## config.mk

```make
export PLATFORM = sky130hd
export DESIGN_NAME = unified_mem_arbiter
export DESIGN_NICKNAME = d
export VERILOG_FILES = /design/src/rtl/unified_mem_arbiter_pkg.sv /design/src/rtl/arb_wait_counter.sv /design/src/rtl/unified_mem_arbiter.sv
export SDC_FILE = /design/constraint.sdc
export NUM_CORES = 1
export LEC_CHECK = 0
export ABC_AREA = 1
export BUFFER_PORTS_ARGS = -buffer_cell sky130_fd_sc_hd__buf_2
export CELL_PAD_IN_SITES_DETAIL_PLACEMENT = 0
export CELL_PAD_IN_SITES_GLOBAL_PLACEMENT = 1
export CORE_MARGIN = 3
export CORE_UTILIZATION = 30
export DETAILED_ROUTE_END_ITERATION = 8
export PLACE_DENSITY_LB_ADDON = 0.1
export RECOVER_POWER = 100
export SLEW_MARGIN = 40
export SYNTH_ARGS = -nofsm -noshare
export SYNTH_HDL_FRONTEND = slang
export SYNTH_SLANG_ARGS = --single-unit
```

## constraint.sdc

```tcl
create_clock -name clk -period 1.9 [get_ports clk]
set_input_delay 0.38 -clock clk [delete_from_list [all_inputs] [get_ports clk]]
set_output_delay 0.38 -clock clk [all_outputs]
set_load 0.05 [all_outputs]
```

## src/rtl/unified_mem_arbiter_pkg.sv

```systemverilog
// rtl/unified_mem_arbiter_pkg.sv - shared encodings and grant helper for the unified memory arbiter
package unified_mem_arbiter_pkg;

  localparam logic [2:0] ST_IDLE    = 3'd0;
  localparam logic [2:0] ST_BUSY_IF = 3'd1;
  localparam logic [2:0] ST_BUSY_DM = 3'd2;
  localparam logic [2:0] ST_DONE_IF = 3'd3;
  localparam logic [2:0] ST_DONE_DM = 3'd4;

  localparam logic GRANT_IF = 1'b0;
  localparam logic GRANT_DM = 1'b1;

  localparam logic [31:0] ERR_WORD_DEFAULT = 32'hDEADBEEF;

  // With FAIR set, a tie goes to whichever port did not win last time.
  function automatic logic pick_dm(input logic fair, input logic fetch_req,
                                   input logic data_req, input logic last);
    if (!data_req)
      pick_dm = 1'b0;
    else if (!fetch_req)
      pick_dm = 1'b1;
    else if (!fair)
      pick_dm = 1'b1;
    else
      pick_dm = (last == GRANT_IF);
  endfunction

endpackage

```

## src/rtl/arb_wait_counter.sv

```systemverilog
// rtl/arb_wait_counter.sv - busy-cycle counter that flags when an access has waited too long
module arb_wait_counter #(
  parameter int TIMEOUT = 16
) (
  input  logic clk,
  input  logic rst_n,
  input  logic clear,
  input  logic enable,
  output logic expired
);

  logic [7:0] count;

  always_ff @(posedge clk or negedge rst_n) begin
    if (!rst_n)
      count <= 8'd0;
    else if (clear)
      count <= 8'd0;
    else if (enable)
      count <= count + 8'd1;
  end

  // Fires during the busy cycle that would bring the count up to TIMEOUT.
  assign expired = enable && (({1'b0, count} + 9'd1) == 9'(TIMEOUT));

endmodule

```

## src/rtl/unified_mem_arbiter.sv

```systemverilog
// rtl/unified_mem_arbiter.sv - arbitrates fetch and load/store ports onto one single-ported memory
module unified_mem_arbiter
  import unified_mem_arbiter_pkg::*;
#(
  parameter logic        FAIR     = 1'b0,
  parameter int          TIMEOUT  = 16,
  parameter logic [31:0] ERR_WORD = ERR_WORD_DEFAULT
) (
  input  logic        clk,
  input  logic        rst_n,
  input  logic        if_req,
  input  logic [31:0] if_addr,
  output logic [31:0] if_rdata,
  output logic        if_ready,
  input  logic        dm_rd,
  input  logic        dm_wr,
  input  logic [31:0] dm_addr,
  input  logic [31:0] dm_wdata,
  output logic [31:0] dm_rdata,
  output logic        dm_ready,
  output logic        mem_req,
  output logic        mem_we,
  output logic [31:0] mem_addr,
  output logic [31:0] mem_wdata,
  input  logic [31:0] mem_rdata,
  input  logic        mem_ack,
  output logic        pipe_hold,
  output logic        bus_err
);

  logic [2:0] state;
  logic       last_grant;
  logic       dm_req;
  logic       dm_win;
  logic       busy;
  logic       wc_expired;

  assign dm_req    = dm_rd | dm_wr;
  assign dm_win    = pick_dm(FAIR, if_req, dm_req, last_grant);
  assign busy      = (state == ST_BUSY_IF) || (state == ST_BUSY_DM);
  assign if_ready  = (state == ST_DONE_IF);
  assign dm_ready  = (state == ST_DONE_DM);
  assign pipe_hold = (if_req & ~if_ready) | (dm_req & ~dm_ready);

  // Holding the counter clear in IDLE gives a fresh count on every entry to BUSY.
  arb_wait_counter #(.TIMEOUT(TIMEOUT)) u_wait (
    .clk     (clk),
    .rst_n   (rst_n),
    .clear   (state == ST_IDLE),
    .enable  (busy),
    .expired (wc_expired)
  );

  always_ff @(posedge clk or negedge rst_n) begin
    if (!rst_n) begin
      state      <= ST_IDLE;
      last_grant <= GRANT_IF;
      mem_req    <= 1'b0;
      mem_we     <= 1'b0;
      mem_addr   <= 32'd0;
      mem_wdata  <= 32'd0;
      if_rdata   <= 32'd0;
      dm_rdata   <= 32'd0;
      bus_err    <= 1'b0;
    end else begin
      case (state)
        ST_IDLE: begin
          if (dm_win) begin
            state      <= ST_BUSY_DM;
            last_grant <= GRANT_DM;
            mem_req    <= 1'b1;
            mem_we     <= dm_wr;
            mem_addr   <= dm_addr;
            mem_wdata  <= dm_wdata;
            if (dm_rd && dm_wr)
              bus_err <= 1'b1;
          end else if (if_req) begin
            state      <= ST_BUSY_IF;
            last_grant <= GRANT_IF;
            mem_req    <= 1'b1;
            mem_we     <= 1'b0;
            mem_addr   <= if_addr;
            mem_wdata  <= 32'd0;
          end
        end
        ST_BUSY_IF: begin
          if (mem_ack) begin
            mem_req  <= 1'b0;
            if_rdata <= mem_rdata;
            state    <= ST_DONE_IF;
          end else if (wc_expired) begin
            mem_req  <= 1'b0;
            if_rdata <= ERR_WORD;
            bus_err  <= 1'b1;
            state    <= ST_DONE_IF;
          end
        end
        ST_BUSY_DM: begin
          // Stores leave dm_rdata untouched on both completion paths.
          if (mem_ack) begin
            mem_req <= 1'b0;
            if (!mem_we)
              dm_rdata <= mem_rdata;
            state <= ST_DONE_DM;
          end else if (wc_expired) begin
            mem_req <= 1'b0;
            if (!mem_we)
              dm_rdata <= ERR_WORD;
            bus_err <= 1'b1;
            state   <= ST_DONE_DM;
          end
        end
        ST_DONE_IF: state <= ST_IDLE;
        ST_DONE_DM: state <= ST_IDLE;
        default:    state <= ST_IDLE;
      endcase
    end
  end

endmodule
```

### Word level (Yosys, flattened, before mapping)

Index checks and enable logic that the tools add are counted.

| operators by class | value |
|---|---|
| bitwise logic cells | 6 |
| shifts and indexed selects | 0 |
| add/sub/neg operators | 2 |
| muxes and demuxes | 32 |
| $lt $le $gt $ge | 0 |
| reduce and logical (&&, ||, !) cells | 15 |
| $mul | 0 |
| eq/ne operators | 15 |
| divide/modulo/power cells | 0 |

Operator list:

| cell | count |
|---|---|
| 32-bit 2-to-1 mux | 10 |
| 3-bit 2-to-1 mux | 6 |
| 8-bit 2-to-1 mux | 2 |
| 1-bit 2-to-1 mux | 11 |
| 2-bit != test, second input constant | 5 |
| 8-bit by 1-bit adder with 9-bit output, second input constant | 1 |
| 9-bit by 5-bit == test with 1-bit output, second input constant | 1 |
| 3-bit case mux with 3 select lines | 1 |
| 8-bit by 1-bit adder with 8-bit output, second input constant | 1 |
| 2-bit nonzero test | 4 |
| 3-bit by 2-bit == test with 1-bit output, second input constant | 2 |
| 3-bit by 2-bit != test with 1-bit output, second input constant | 2 |
| 3-bit AND reduction | 2 |
| 5-bit AND reduction | 1 |
| 1-bit case mux with 2 select lines | 2 |
| 2-bit AND reduction | 2 |
| 4-bit AND reduction | 1 |
| 3-bit by 1-bit == test with 1-bit output, second input constant | 1 |
| 3-bit == test, second input constant | 1 |
| 3-bit zero test | 1 |
| 3-bit by 1-bit != test with 1-bit output, second input constant | 1 |
| 3-bit != test, second input constant | 1 |
| 1-bit AND | 2 |
| 1-bit logical AND | 2 |
| 5 further kinds | 7 |

| word-level totals | value |
|---|---|
| output and inout bits | 134 |
| bits of input ports | 134 |
| bits in writable memories | 0 |
| word-level logic and storage cells | 79 |
| bits in registers | 142 |
| bits in read-only memories | 0 |
| latch bits | 0 |
| memories | 0 |

### Depth between registers and ports, before layout

| logic depth | value |
|---|---|
| depth in word-level cells | 6 |
| gate-level depth with buffers | 12 |
| gate-level depth less buffers | 11 |

### Cells and area by module

From an unflattened synthesis, not the netlist that was laid out.

| second synthesis, totals | value |
|---|---|
| cells, all modules | 725 |
| area, all modules | 6258.5 µm² |

By module, submodules not included:

| module | seq. area each (µm²) | area each (µm²) | instances | cells an instance |
|---|---|---|---|---|
| unified_mem_arbiter | 3353.2 | 5774.3 | 1 | 658 |
| arb_wait_counter | 200.2 | 484.2 | 1 | 67 |

### Worst setup path before layout

OpenSTA, ideal clock, no wires.

| timing | value |
|---|---|
| path type | register to output |
| start | register state[2] |
| end | output port pipe_hold |
| arrival time | 2.309 ns |
| setup slack | -0.789 ns |
| stages on the path, launching flop included | 3 |
| required time | 1.520 ns |
| buffers on the path | 0 |
| path through | dfrtp_1 nor3b_1 o22ai_1 |

| on the way | value |
|---|---|
| longest elaborated chain between the ends | 4 |
| elaborated cells on any way between the ends | 7 |
| classes of those cells | 2 x eq/ne; 5 x bitwise |

Ends and longest elaborated chain:

| item | line | RTL |
|---|---|---|
| start, declared | unified_mem_arbiter.sv:31 | `logic [2:0] state;` |
| start signal, assigned | unified_mem_arbiter.sv:56 | `state <= ST_IDLE;` |
| start signal, assigned | unified_mem_arbiter.sv:69 | `state <= ST_BUSY_DM;` |
| start signal, assigned | unified_mem_arbiter.sv:78 | `state <= ST_BUSY_IF;` |
| 3-bit == test | unified_mem_arbiter.sv:42 | `assign dm_ready = (state == ST_DONE_DM);` |
| named net dm_ready | unified_mem_arbiter.sv:20 | `output logic dm_ready,` |
| 1-bit inverter | unified_mem_arbiter.sv:43 | `assign pipe_hold = (if_req & ~if_ready) \| (dm_req & ~dm_ready);` |
| 1-bit AND | unified_mem_arbiter.sv:43 |  |
| 1-bit OR | unified_mem_arbiter.sv:43 |  |
| end, declared | unified_mem_arbiter.sv:27 | `output logic pipe_hold,` |

The timed path passes the listed nets, and every way through them passes these cells.

### Final worst setup path

| timing | value |
|---|---|
| start | register u_wait.count[1] |
| end | register if_rdata[26] |

| on the way | value |
|---|---|
| longest elaborated chain between the ends | 5 |

Ends and longest elaborated chain:

| item | line | RTL |
|---|---|---|
| start, declared | arb_wait_counter.sv:12 | `logic [7:0] count;` |
| start signal, assigned | arb_wait_counter.sv:20 | `count <= count + 8'd1;` |
| 8-bit by 1-bit adder with 9-bit output | arb_wait_counter.sv:24 | `assign expired = enable && (({1'b0, count} + 9'd1) == 9'(TIMEOUT));` |
| 9-bit by 5-bit == test with 1-bit output | arb_wait_counter.sv:24 |  |
| 1-bit logical AND | arb_wait_counter.sv:24 |  |
| 2-bit nonzero test (no source line) | -- |  |
| 2-bit AND reduction (no source line) | -- |  |
| end signal, assigned | unified_mem_arbiter.sv:89 | `if_rdata <= mem_rdata;` |
| end, declared | unified_mem_arbiter.sv:13 | `output logic [31:0] if_rdata,` |

No other way between the ends.
A chain may end at the register's enable or synchronous reset.

==> metrics.txt <==
shortest clock period the worst path allows after layout=between 1.5 and 2 ns; drt drc=0; Filler Cell Count=roughly 2100; maximum clock insertion buffer count=2; met1 capacity usage during global routing=22.7%; number of cells after detailed placement=1256; library cell with the highest instance count after synthesis=sky130_fd_sc_hd__nand2_1; global-route track usage on met2=~27%; cell-by-cell trace of the critical path=ha_2, nand3_2, o21ai_1, nand2_1, nor2_4, nand4_4, nand2_8, nand2_8, clkbuf_16, nand2_2, nand2_1; DRT Wirelength=20800 um; post-route non-filler standard cell count=1302; Worst R2R End=if_rdata[26]; most crowded layer after global routing=met2; part of the Yosys area used for sequential elements=57.3%; critical path depth=11; Async SR Flop Fraction=100%; net count of the mapped netlist=876; critical path type=flip-flop to flip-flop; buffers added on ports=between 200 and 300; Chip Width=around 150 um; cell type with the largest total area after synthesis=sky130_fd_sc_hd__dfrtp_1; PwrDens=2110 nW/um2; Tightest Pin Transition=0.653 ns; number of distinct library cells after synthesis=27; # clock sinks=about 140; startpoint type of the worst setup path=flip-flop; post-synthesis sequential element count=roughly 140; via density per instance=4.52; Max IR drop VDD=approximately 0.88 mV; multi-input logic area=2590 um2; count of warnings emitted by yosys=0; post-synthesis area per instance=8.37 um2; total power draw=0.0190 W; mean routed wirelength per cell=16.0 um; Layout Cell Area excl Fill=8970 um2; tightest slew margin relative to the limit=56.4%; Final Core Density=~45%; leakage power figure=4.77 nW; slack of the worst reg-to-reg path=approximately 0.055 ns; maximum cell stage delay along the critical path=0.37 ns; most area-consuming cells after synthesis=sky130_fd_sc_hd__dfrtp_1 57%, sky130_fd_sc_hd__nand2_1 19%, sky130_fd_sc_hd__nand3_1 8.2%; total number of placement rows=51; clock slew at the register clock pins of the worst setup and hold paths=approximately 0.07 ns; CTS H-Tree Depth=4; Post-synth EDFFs=0; 1st-iter DRT viols=roughly 230; synthesized netlist cell count=741; HPWL reported at the end of detailed placement=14500 um; final max-slew violation count=0; WP data required=2.21 ns; clock latency on the worst-skew pair=0.42 ns; RSZ-0062 raised after global routing=true; Global Route Usage Sum=17.8%; clk_skew=0.00751 ns; family of cells with the greatest summed delay on the critical path=simple AND/OR/NAND/NOR gates; Syn-to-layout area delta=44.6%; initial cell density of the core=around 31%; outcome=finished clean; vias in the first global route=5856; peak clock frequency supported by timing=0.542 GHz; CTS root buf=sky130_fd_sc_hd__clkbuf_16; capturing element of the worst setup path=if_rdata[26]; number of buffer and inverter instances along the worst setup path=1; drt pass-1 iters=4; Netlist Area Pre-Place=6200 um2; antenna violations before repair=4; Routability Congestion=0.769; CP Max Fanout=8; remaining number of nets flagged by the antenna check after routing=0; number of buffers created by CTS=17; global-route congestion overflow total=0; Total Neg Setup Slack=0 ns; most common library cells after synthesis=306 x sky130_fd_sc_hd__nand2_1, 142 x sky130_fd_sc_hd__dfrtp_1, 102 x sky130_fd_sc_hd__nand3_1; endpoint arrival time on the critical path=2.15 ns; CTS tree=done; Storage cell area=approximately 3600 um2; area share of the leading cell type in the synthesized netlist=57.3%; maximum number of pins on one net before global-route repair=65; Final setup viols=0; maxcap violations=0; ratio of cells with drive above 1 in the final layout=40.9%; Crit. Startpoint=u_wait.count[1]; CORE AREA=~20000 um2; portion of the clock cycle consumed by the worst path in the final layout=between 90% and 100%; most common flop cell mapped by yosys=sky130_fd_sc_hd__dfrtp_1; fraction of met3 tracks used by global routing=7.24%; Hold Path Class=primary input to flip-flop; element type at the critical path end=flip-flop; depth of the most critical reg-to-reg path=11; first-pass GRT wire length=31200 um; worst flop-to-flop path startpoint=u_wait.count[1]; Die Footprint=22400 um2; Final Hold Fails=0; via count=5881; top-level port count=~270; Placement Cell Area=8000 um2; overall die height=~150 um; nets=1157; Worst path slowest cell=sky130_fd_sc_hd__dfrtp_1
## area by class of cell
| type | count | share of cell area, % |
|---|---|---|
| inverters | 23 | 0.962 |
| flip-flops and latches | 142 | 39.6 |
| multi-input cells | 531 | 28.9 |
| clock inverters | 14 | 1.79 |
| diodes | 2 | 0.0558 |
| well taps | 265 | 3.70 |
| clock buffers | 18 | 4.78 |
| repair buffers | 307 | 20.2 |
## where the power goes
part / switching, W / internal [W]
clock network: 0.00140 / 0.00196
logic: 0.00781 / 0.00248
registers: 0.000854 / 0.00446
total: 0.0101 / 0.00890
## metal layers
layer	vias to the layer above	wire, um
li1	2947	-
met1	2707	9000
met4	6	274
met2	194	9530
met5	-	22
met3	27	1990
## stage by stage
stage / hold slack (ns) / setup slack, ns
finish: 0.182 / 0.0555
floorplan: 0.0844 / 0.0319
global placement: 0.270 / 0.0561
CTS: 0.160 / 0.000253
global route: 0.175 / -0.0668
detailed placement: 0.267 / 0.0345
## how the worst min path moves through the flow
stage / endpoint / start / depth (start not counted)
2_1_floorplan: bus_err / rst_n / 0
3_3_place_gp: if_rdata[27] / rst_n / 1
3_5_place_dp: if_rdata[27] / rst_n / 1
4_1_cts: mem_wdata[12] / dm_wdata[12] / 3
5_1_grt: mem_wdata[17] / dm_wdata[17] / 3
6_report: mem_wdata[12] / dm_wdata[12] / 3
## registers in the layout, indices dropped and copies added (netlist names)
signal	flops
if_rdata	32
mem_wdata	32
mem_addr	32
mem_req	1
state	3
u_wait.count	8
dm_rdata	32
bus_err	1
mem_we	1
## timing repair
item,4_1_cts,5_1_grt
hold buffers,1,0
endpoints found under the setup margin,1,67
cloned,0,6
setup buffers,0,5
pin swaps,0,8
hold endpoints to repair,19,0
resized for setup,1,71
## worst min-delay path: cells and delay by family
family	cells	cell delay (ns)
and+or+nand+nor	2	0.12
buffers and inverters	1	0.07
## logic make-up after synthesis
kind of cell | after synthesis | synth area share, %
and+or+nand+nor | 481 | 32.8
xor gates and xnor gates | 2 | 0.282
AOI/OAI and AO/OA | 47 | 4.46
adders and majority gates | 1 | 0.202
DFF | 142 | 57.3
buffers and inverters | 68 | 5.02
## cell usage in the layout, fill, tap and decap left out, types with 5 or more instances in the layout
cell                        instances
sky130_fd_sc_hd__or2_2             24
sky130_fd_sc_hd__inv_1             16
sky130_fd_sc_hd__buf_12             7
sky130_fd_sc_hd__nand2_2           31
sky130_fd_sc_hd__buf_2            264
sky130_fd_sc_hd__a31oi_1           32
sky130_fd_sc_hd__nand3_1          100
sky130_fd_sc_hd__buf_6              5
sky130_fd_sc_hd__clkbuf_16         21
sky130_fd_sc_hd__nand2_4            7
sky130_fd_sc_hd__o21ai_0            9
sky130_fd_sc_hd__nor2_1            36
sky130_fd_sc_hd__buf_4             19
sky130_fd_sc_hd__inv_2              5
sky130_fd_sc_hd__dfrtp_1          140
sky130_fd_sc_hd__nand2_1          266
(Power assumes the default switching activity.)
